--- config.mk ---
export PLATFORM = sky130hd
export DESIGN_NAME = pipelined_control_unit
export DESIGN_NICKNAME = d
export VERILOG_FILES = /design/src/rtl/pipelined_control_unit.sv
export SDC_FILE = /design/constraint.sdc
export NUM_CORES = 1
export LEC_CHECK = 0
export CORE_ASPECT_RATIO = 1.5
export CORE_MARGIN = 2
export CORE_UTILIZATION = 45
export DETAILED_ROUTE_END_ITERATION = 7
export PLACE_DENSITY_LB_ADDON = 0.12
export SLEW_MARGIN = 20
export SYNTH_ARGS = -nofsm -noshare
export SYNTH_HDL_FRONTEND = slang
export SYNTH_SLANG_ARGS = --single-unit
export TNS_END_PERCENT = 10
--- constraint.sdc ---
create_clock -name clk -period 4.46 [get_ports clk]
set_input_delay 0.446 -clock clk [delete_from_list [all_inputs] [get_ports clk]]
set_output_delay 0.446 -clock clk [all_outputs]
set_load 0.005 [all_outputs]
--- src/rtl/pipelined_control_unit.sv ---
// pipelined_control_unit: RV32I decoder carrying per-instruction control through D/E, E/M and M/W, resolving branches in E.
module pipelined_control_unit #(
  parameter int REG_ADDR_W = 5,
  parameter bit X0_WR_SUPPRESS = 1'b1
) (
  input  logic                  clk,
  input  logic                  rst_n,
  input  logic [31:0]           instr_d,
  input  logic                  stall_d,
  input  logic                  zero_e,
  input  logic                  lt_e,
  input  logic                  ltu_e,
  output logic [2:0]            imm_src_d,
  output logic                  illegal_d,
  output logic [3:0]            alu_control_e,
  output logic                  alu_src_a_e,
  output logic                  alu_src_b_e,
  output logic [1:0]            pc_src_e,
  output logic                  flush_e,
  output logic [REG_ADDR_W-1:0] rd_e,
  output logic [REG_ADDR_W-1:0] rd_m,
  output logic [REG_ADDR_W-1:0] rd_w,
  output logic                  mem_wr_en_m,
  output logic                  mem_rd_en_m,
  output logic [2:0]            mem_size_m,
  output logic                  reg_wr_en_m,
  output logic                  reg_wr_en_w,
  output logic [1:0]            result_src_w
);
  localparam int NREG = 1 << REG_ADDR_W;
  typedef struct packed {
    logic                  valid;
    logic                  reg_wr_en;
    logic [1:0]            result_src;
    logic                  mem_wr_en;
    logic                  mem_rd_en;
    logic [2:0]            mem_size;
    logic [3:0]            alu_control;
    logic                  alu_src_a;
    logic                  alu_src_b;
    logic                  branch;
    logic                  jal;
    logic                  jalr;
    logic [2:0]            funct3;
    logic [REG_ADDR_W-1:0] rd;
  } de_t;
  typedef struct packed {
    logic                  valid;
    logic                  reg_wr_en;
    logic [1:0]            result_src;
    logic                  mem_wr_en;
    logic                  mem_rd_en;
    logic [2:0]            mem_size;
    logic [REG_ADDR_W-1:0] rd;
  } em_t;
  typedef struct packed {
    logic                  valid;
    logic                  reg_wr_en;
    logic [1:0]            result_src;
    logic [REG_ADDR_W-1:0] rd;
  } mw_t;
  logic [6:0] opcode, funct7;
  logic [2:0] funct3;
  logic [4:0] rd_f, rs1_f, rs2_f;
  logic is_r, is_i, is_ld, is_st, is_br, is_jal, is_jalr, is_lui, is_auipc;
  logic has_rd, has_rs1, has_rs2, r_bad, sh_bad, br_bad, reg_bad, alt;
  logic [3:0] f3_alu;
  logic cond, taken;
  de_t dec, de;
  em_t em;
  mw_t mw;
  assign opcode   = instr_d[6:0];
  assign funct3   = instr_d[14:12];
  assign funct7   = instr_d[31:25];
  assign rd_f     = instr_d[11:7];
  assign rs1_f    = instr_d[19:15];
  assign rs2_f    = instr_d[24:20];
  assign is_r     = opcode == 7'b0110011;
  assign is_i     = opcode == 7'b0010011;
  assign is_ld    = opcode == 7'b0000011;
  assign is_st    = opcode == 7'b0100011;
  assign is_br    = opcode == 7'b1100011;
  assign is_jal   = opcode == 7'b1101111;
  assign is_jalr  = opcode == 7'b1100111;
  assign is_lui   = opcode == 7'b0110111;
  assign is_auipc = opcode == 7'b0010111;
  assign has_rd   = is_r | is_i | is_ld | is_jal | is_jalr | is_lui | is_auipc;
  assign has_rs1  = is_r | is_i | is_ld | is_st | is_br | is_jalr;
  assign has_rs2  = is_r | is_st | is_br;
  // Register fields beyond the architectural file (RV32E) are undecodable.
  assign reg_bad  = (has_rd && int'(rd_f) >= NREG) || (has_rs1 && int'(rs1_f) >= NREG) ||
                    (has_rs2 && int'(rs2_f) >= NREG);
  assign r_bad    = is_r && (((funct7 & ~7'h20) != 7'h00) || (funct7[5] && funct3 != 3'd0 && funct3 != 3'd5));
  assign sh_bad   = is_i && ((funct3 == 3'd1 && funct7 != 7'h00) ||
                    (funct3 == 3'd5 && funct7 != 7'h00 && funct7 != 7'h20));
  assign br_bad   = is_br && funct3[2:1] == 2'b01;
  assign illegal_d = !(has_rd | is_st | is_br) | r_bad | sh_bad | br_bad | reg_bad;
  assign alt = is_r ? funct7[5] : (funct3 == 3'd5 && funct7[5]);
  always_comb begin
    f3_alu = 4'd0;
    case (funct3)
      3'd0: f3_alu = alt ? 4'd1 : 4'd0;
      3'd1: f3_alu = 4'd7;
      3'd2: f3_alu = 4'd5;
      3'd3: f3_alu = 4'd6;
      3'd4: f3_alu = 4'd4;
      3'd5: f3_alu = alt ? 4'd9 : 4'd8;
      3'd6: f3_alu = 4'd3;
      default: f3_alu = 4'd2;
    endcase
  end
  always_comb begin
    dec = '0;
    imm_src_d = 3'b000;
    if (!illegal_d) begin
      imm_src_d = is_st ? 3'b001 : is_br ? 3'b010 : is_jal ? 3'b011 : (is_lui | is_auipc) ? 3'b100 : 3'b000;
      dec.valid       = 1'b1;
      dec.reg_wr_en   = has_rd && !(X0_WR_SUPPRESS && rd_f == 5'd0);
      dec.result_src  = is_ld ? 2'b01 : (is_jal | is_jalr) ? 2'b10 : 2'b00;
      dec.mem_wr_en   = is_st;
      dec.mem_rd_en   = is_ld;
      dec.mem_size    = (is_ld | is_st) ? funct3 : 3'd0;
      dec.alu_control = (is_r | is_i) ? f3_alu : is_br ? 4'd1 : is_lui ? 4'd10 : 4'd0;
      dec.alu_src_a   = is_jal | is_auipc;
      dec.alu_src_b   = !(is_r | is_br);
      dec.branch      = is_br;
      dec.jal         = is_jal;
      dec.jalr        = is_jalr;
      dec.funct3      = funct3;
      dec.rd          = has_rd ? rd_f[REG_ADDR_W-1:0] : '0;
    end
  end
  // funct3[2:1] picks the flag, funct3[0] inverts it.
  assign cond  = de.funct3[2] ? (de.funct3[1] ? ltu_e : lt_e) : zero_e;
  assign taken = de.branch & (cond ^ de.funct3[0]);
  assign pc_src_e = !de.valid ? 2'b00 : de.jalr ? 2'b10 : (de.jal | taken) ? 2'b01 : 2'b00;
  assign flush_e  = pc_src_e != 2'b00;
  always_ff @(posedge clk) begin
    if (!rst_n) begin
      de <= '0;
      em <= '0;
      mw <= '0;
    end else begin
      de <= (flush_e || stall_d) ? '0 : dec;
      em <= '{valid: de.valid, reg_wr_en: de.reg_wr_en, result_src: de.result_src,
              mem_wr_en: de.mem_wr_en, mem_rd_en: de.mem_rd_en, mem_size: de.mem_size, rd: de.rd};
      mw <= '{valid: em.valid, reg_wr_en: em.reg_wr_en, result_src: em.result_src, rd: em.rd};
    end
  end
  assign alu_control_e = de.alu_control;
  assign alu_src_a_e   = de.alu_src_a;
  assign alu_src_b_e   = de.alu_src_b;
  assign rd_e          = de.rd;
  assign mem_wr_en_m   = em.valid & em.mem_wr_en;
  assign mem_rd_en_m   = em.valid & em.mem_rd_en;
  assign mem_size_m    = em.mem_size;
  assign reg_wr_en_m   = em.valid & em.reg_wr_en;
  assign rd_m          = em.rd;
  assign reg_wr_en_w   = mw.valid & mw.reg_wr_en;
  assign result_src_w  = mw.result_src;
  assign rd_w          = mw.rd;
endmodule

# After elaboration in Yosys (flattened, before gate mapping)
# Index checks and enable logic that the tools add are counted.
[op_classes]
bitwise = 26
n_mux = 22
reduce_logical = 27
eq_ne = 18
[op_table]
columns = ["cell", "count"]
rows = [
  ["case mux 4 bit (7 select lines)", 1],
  ["two-way mux 26 bit", 1],
  ["== test 7 x 6 -> 1 bit (second input constant)", 3],
  ["== test 7 bit (second input constant)", 3],
  ["two-way mux 3 bit", 6],
  ["OR 1 bit", 17],
  ["== test 7 x 5 -> 1 bit (second input constant)", 2],
  ["nonzero test 7 bit", 2],
  ["two-way mux 4 bit", 3],
  ["OR reduction 4 bit", 3],
  ["logical AND 1 bit", 10],
  ["== test 3 bit (second input constant)", 3],
  ["two-way mux 2 bit", 4],
  ["== test 7 x 2 -> 1 bit (second input constant)", 1],
  ["!= test 7 x 6 -> 1 bit (second input constant)", 1],
  ["== test 3 x 2 -> 1 bit (second input constant)", 2],
  ["two-way mux 1 bit", 6],
  ["bitwise AND 1 bit", 5],
  ["logical NOT 5 bit", 1],
  ["two-way mux 5 bit", 1],
  ["== test 3 x 1 -> 1 bit (second input constant)", 1],
  ["logical NOT 1 bit", 3],
  ["logical NOT 3 bit", 1],
  ["logical OR 1 bit", 3],
  ["8 further kinds", 10],
]
[word_totals]
register_bits = 49
in_bits = 38

# Logic depth before layout (Yosys ltp)
# Gate-level depths: netlist (run 1).
[depth]
word_depth = 14
mapped_depth = 8

# Worst setup path after synthesis (run 1)
# No wires, ideal clock.
[synth_timing]
path_type = "input -> output"
startpoint = "in instr_d[6]"
endpoint = "out imm_src_d[1]"
slack_ps = 2140
path_buffers = 2
cell_stages = 7
t_arrival_ps = 1874
path_cell_list = "buf_2 > and3b_1 > a31o_1 > a221o_1 > a31o_1 > buf_6 > nor4_1"
[synth_via]
elab_chain_cells = 14
[synth_rtl]
columns = ["element", "line", "rtl"]
rows = [
  ["start: declaration", "8", "input logic [31:0] instr_d,"],
  ["== test 7 x 6 -> 1 bit or == test 7 x 5 -> 1 bit (tied branches)", "78, 79", ""],
  ["OR 1 bit", "87", "assign has_rd = is_r | is_i | is_ld | is_jal | is_jalr | is_lui | is_auipc;"],
  ["OR 1 bit", "-", ""],
  ["OR 1 bit (4 in a row)", "87", ""],
  ["OR 1 bit (2 in a row)", "97", "assign illegal_d = !(has_rd | is_st | is_br) | r_bad | sh_bad | br_bad | reg_bad;"],
  ["logical NOT 1 bit", "97", ""],
  ["OR 1 bit (3 in a row)", "97", ""],
  ["two-way mux 3 bit (*)", "115", "if (!illegal_d) begin"],
  ["end: declaration", "13", "output logic [2:0] imm_src_d,"],
]
# Every way passes the cells marked *; elsewhere a longest branch is shown, timed or not.

# Worst setup path in the final report (run 1)
[layout_timing]
startpoint = "in instr_d[5]"
endpoint = "out imm_src_d[1]"
# The elaborated chain is that of the path after synthesis.

==> results of run 1 <==
[sequential cells by signal (all words and copies together) (netlist names)]
register       count
alu_control_e      4
alu_src_a_e        1
alu_src_b_e        1
de                14
em                 5
mem_size_m         3
mw                 2
rd_e               5
rd_m               5
rd_w               5
result_src_w       2
[cells by family after synthesis]
group	Yosys count	synth area share
and+or+nand+nor	93	0.2766
DFF	47	0.4793
buffers and inverters	42	0.1389
AOI/OAI and AO/OA	21	0.07330
xor gates and xnor gates	6	0.02677
muxes	1	0.005099
[layout make-up]
| cell class | count | area [um2] |
|---|---|---|
| inverters | 6 | 22.52 |
| well taps | 46 | 57.56 |
| fillers | 387 | 1689 |
| flip-flops and latches | 47 | 940.9 |
| multi-input cells | 121 | 755.7 |
| repair buffers | 66 | 655.6 |
| clock inverters | 1 | 5.005 |
| clock buffers | 6 | 82.58 |
[worst paths after layout]
path	to	start	slack [ns]	depth (start not counted)
min	em[9]	de[21]	0.43	1
min reg2reg	em[9]	de[21]	0.43	1
max reg2reg	alu_src_b_e	de[6]	2.93	6
max	imm_src_d[1]	instr_d[5]	0.99	7
[cell usage after synthesis (4+ instances only)]
| cell | n |
|---|---|
| xor2_1 | 4 |
| dfxtp_1 | 47 |
| inv_1 | 6 |
| o21ai_0 | 7 |
| nor4_1 | 5 |
| clkbuf_1 | 9 |
| nand3_1 | 4 |
| nor2_1 | 8 |
| nor3_2 | 8 |
| buf_4 | 24 |
| nor3_1 | 13 |
| and2_1 | 27 |
| nand2_1 | 16 |
[through the flow]
stage	worst slack (ns)	instance area, um2	hold WS (ns)
floorplan	2.140	1963	0.4119
global placement	1.019	2432	0.4151
detailed placement	1.019	2432	0.4192
CTS	0.9908	2520	0.4327
global route	0.8649	2520	0.4523
finish	0.9929	2520	0.4320
[routing by layer]
layer | track usage | routed length [um]
met1 | 0.1697 | 1442
met2 | 0.2996 | 2020
met3 | 0.03659 | 212
met4 | 0.08668 | 82
met5 | 0 | 0
[where the power goes]
group          switching (mW)  internal (mW)  leakage, nW
Clock                   0.125          0.122       0.0470
Combinational          0.0360         0.0340        0.474
Sequential           0.000537          0.420        0.379
Total                   0.162          0.576        0.900
==> flow_summary.yaml, run 1 <==
floorplanning:
  pin_count: 75
  coreArea_um2: 4209
  dieArea_um2: 4918
  die_y_um: 84.90
  die_w_um: 57.93
  rows: 29
  start_util: 0.4664
placed_design:
  port_buffers: 64
  gp_congestion: 0.8051
  hpwl_um: 2821
  dp.cells: 286
synthesis:
  synth_ff_type: "dfxtp_1"
  synth_edf_count: 0
  synth-seq-cells: 47
  synth_area_leader_cell: "dfxtp_1"
  yosysTopAreaCellShare: 0.4793
  yosysWarnings: 0
  synthCells: 210
  ys_seq_area_frac: 0.4793
  syn_area_um2: 1963
  ys_types: 36
  synthTopCellsByArea: "dfxtp_1, buf_4, and2_1"
  synth.avg_cell_area_um2: 9.348
  synthArstFlopShare: 0
  syn-num-nets: 248
power_and_ir_drop:
  ir_worst_vdd_uv: 195.1
  p_per_area_nw_per_um2: 292.8
  power_mw: 0.7378
  leakagePower_nw: 0.9000
route:
  vias_per_cell: 5.102
  wire_per_inst_um: 12.83
  drtIter0Drc: 27
  vias: 1495
  drc: 0
  antenna_left: 0
  wl_um: 3758
  first_pass_iters: 4
layout:
  final_cell_mix: "clkdlybuf4s50_1, dfxtp_1, and2_1, nand2_1, nor3_1"
  area_delta_synth_final_pct: 28.36
  layout_commonest_cell: "clkdlybuf4s50_1"
  drive_gt1_frac: 0.07287
  fin_util: 0.5987
  nets: 285
  final_cells: 293
  antenna_cells: 0
worst_hold_path:
  hold_class: "register to register"
clocking:
  cts_setup_buffers: 0
  clock_latency_ns: 0.29
  ctsHoldBuffers: 0
  cts_made_buffers: 5
  cts_buffer_depth: 2
  cts-root-buf: "clkbuf_8"
  h-tree-depth: 2
  clock-sinks: 47
  cts_tree: "yes"
  clkSlewWorstSetupHoldPaths_ns: 0.08
  cts_resized: 0
timing:
  tightest_slew_ns: 0.6247
  finalSetupViolCount: 0
  finalCritPeriodShare: 0.7774
  fin_crit_ns: 3.467
  drv_slew: 0
  finClkSkew_ns: 0.005304
  final_hold_viol_count: 0
  fin_tns_setup_ns: 0
  slew_headroom: 0.5822
  rsz0062_at_grt: "false"
  fmax_mhz: 288.4
global_routing:
  antenna_found_initial: 0
  grt-ovfl-total: 0
  grt_pass1_vias: 1414
  grt_max_degree: 26
  grt.total_usage: 0.1647
  grt_pass1_wl_um: 6223
setup_path:
  timing_worst_setup_path_type: "input port to output pin"
  path_buf_inv: 2
  cp.required_ns: 4.01
  cp_slowest_cell: "clkdlybuf4s50_1"
  cp_max_fo: 12
  endpoint_kind: "output pin"
  startpoint_type: "input port"
  crit_chain: "clkdlybuf4s50_1, and3b_1, a31o_1, a221o_1, a31o_1, nor4_1, clkdlybuf4s50_1"
  arrival_ns: 3.02
  max_stage_delay_ns: 0.62
  cpLargestDelayFamily: "buffers and inverters"
run:
  maxCapViolCount: 0
outcome:
  status: "finished, final reports clean"
(Power assumes the default switching activity.)
==> run 2: changes to the inputs <==
- CORE_UTILIZATION: 45 -> 43
- clock period: 4.46 -> 3.57 ns (I/O delays scaled with it)
==> flow_summary.yaml, run 2 (synthesized netlist as in run 1, its figures left out) <==
route:
  wl_um: 3546
  first_pass_iters: 4
  vias_per_cell: 4.896
  drc: 0
  vias: 1459
  wire_per_inst_um: 11.90
  drtIter0Drc: 19
  antenna_left: 0
timing:
  slew_headroom: 0.6351
  fmax_mhz: 327.0
  finClkSkew_ns: 0.003605
  final_hold_viol_count: 0
  drv_slew: 0
  rsz0062_at_grt: "false"
  fin_tns_setup_ns: 0
  finalCritPeriodShare: 0.8566
  finalSetupViolCount: 0
  tightest_slew_ns: 0.5456
  fin_crit_ns: 3.058
setup_path:
  timing_worst_setup_path_type: "input port to output pin"
  arrival_ns: 2.70
  max_stage_delay_ns: 0.59
  rr_endpoint: "alu_src_b_e"
  rr_worst_depth: 6
  crit_chain: "clkdlybuf4s50_1, and3b_1, a31o_1, a221o_1, a31o_1, nor4_1, clkdlybuf4s50_1"
  r2r_start: "de[6]"
  endpoint_kind: "output pin"
  cpLargestDelayFamily: "buffers and inverters"
  reg2reg_setup_slack_ns: 2.05
  cp_max_fo: 8
  startpoint_type: "input port"
  cp_slowest_cell: "clkdlybuf4s50_1"
  path_buf_inv: 2
  cp.required_ns: 3.21
clocking:
  clkSlewWorstSetupHoldPaths_ns: 0.09
  clock_latency_ns: 0.29
  h-tree-depth: 2
  cts-root-buf: "clkbuf_8"
  cts_made_buffers: 5
  cts_setup_buffers: 0
  clock-sinks: 47
  cts_resized: 0
  cts_buffer_depth: 2
  cts_tree: "yes"
  ctsHoldBuffers: 0
global_routing:
  grt.total_usage: 0.1522
  grt_pass1_vias: 1359
  grt_max_degree: 26
  grt_pass1_wl_um: 5885
  antenna_found_initial: 0
  grt-ovfl-total: 0
floorplanning:
  die_y_um: 86.75
  start_util: 0.4395
  rows: 30
  dieArea_um2: 5133
  pin_count: 75
  die_w_um: 59.17
  coreArea_um2: 4467
power_and_ir_drop:
  power_mw: 0.9278
  p_per_area_nw_per_um2: 364.9
  ir_worst_vdd_uv: 206.2
  leakagePower_nw: 0.9040
worst_hold_path:
  holdCritStartpoint: "de[21]"
  whs_path_depth: 1
  hold_class: "register to register"
  hold_end: "em[9]"
layout:
  drive_gt1_frac: 0.08400
  nets: 287
  layout_commonest_cell: "clkdlybuf4s50_1"
  fin_util: 0.5692
  final_cell_mix: "clkdlybuf4s50_1, dfxtp_1, and2_1, nand2_1, nor3_1"
  antenna_cells: 0
  final_cells: 298
  regMostFlops: "de"
  area_delta_synth_final_pct: 29.51
  largest_reg_flops: 14
outcome:
  status: "finished, final reports clean"
run:
  maxCapViolCount: 0
placed_design:
  hpwl_um: 2805
  port_buffers: 64
  dp.cells: 290
  gp_congestion: 0.8454
==> run 2: metal layers <==
layer | vias up | global-route usage | wire (um)
met5 | - | 0 | 0
met4 | 0 | 0.09298 | 138
met3 | 13 | 0.04627 | 198
met2 | 53 | 0.2616 | 1889
met1 | 637 | 0.1572 | 1319
li1 | 756 | - | -
==> run 2: power breakdown <==
group	switching, mW	total [mW]	internal, mW
Combinational	0.0437	0.0870	0.0433
Sequential	0.000703	0.526	0.525
Clock	0.175	0.315	0.140
==> run 2: how the worst max path moves through the flow <==
stage	startpoint	endpoint	slack, ns	cells after the start
2_1_floorplan	instr_d[6]	imm_src_d[1]	1.43	7
6_report	instr_d[4]	imm_src_d[1]	0.51	7
4_1_cts	instr_d[4]	imm_src_d[1]	0.50	7
3_3_place_gp	instr_d[4]	imm_src_d[1]	0.50	7
3_5_place_dp	instr_d[4]	imm_src_d[1]	0.53	7
5_1_grt	instr_d[4]	imm_src_d[1]	0.36	7
==> run 2: cell type report <==
| cell class | count | area (um2) |
|---|---|---|
| tap | 48 | 60.06 |
| clock inverter | 3 | 23.77 |
| clock buffer | 5 | 68.82 |
| multi-input combinational | 121 | 755.7 |
| sequential | 47 | 940.9 |
| timing repair buffer | 68 | 670.6 |
| fill | 416 | 1924 |
| inverter | 6 | 22.52 |
==> run 2: stage by stage <==
stage	area, um2	setup WS, ns	hold slack, ns
2_1_floorplan	1963	1.428	0.4119
3_3_place_gp	2450	0.5046	0.4183
3_5_place_dp	2450	0.5254	0.4199
4_1_cts	2542	0.4983	0.4399
5_1_grt	2542	0.3638	0.4537
6_report	2542	0.5119	0.4367
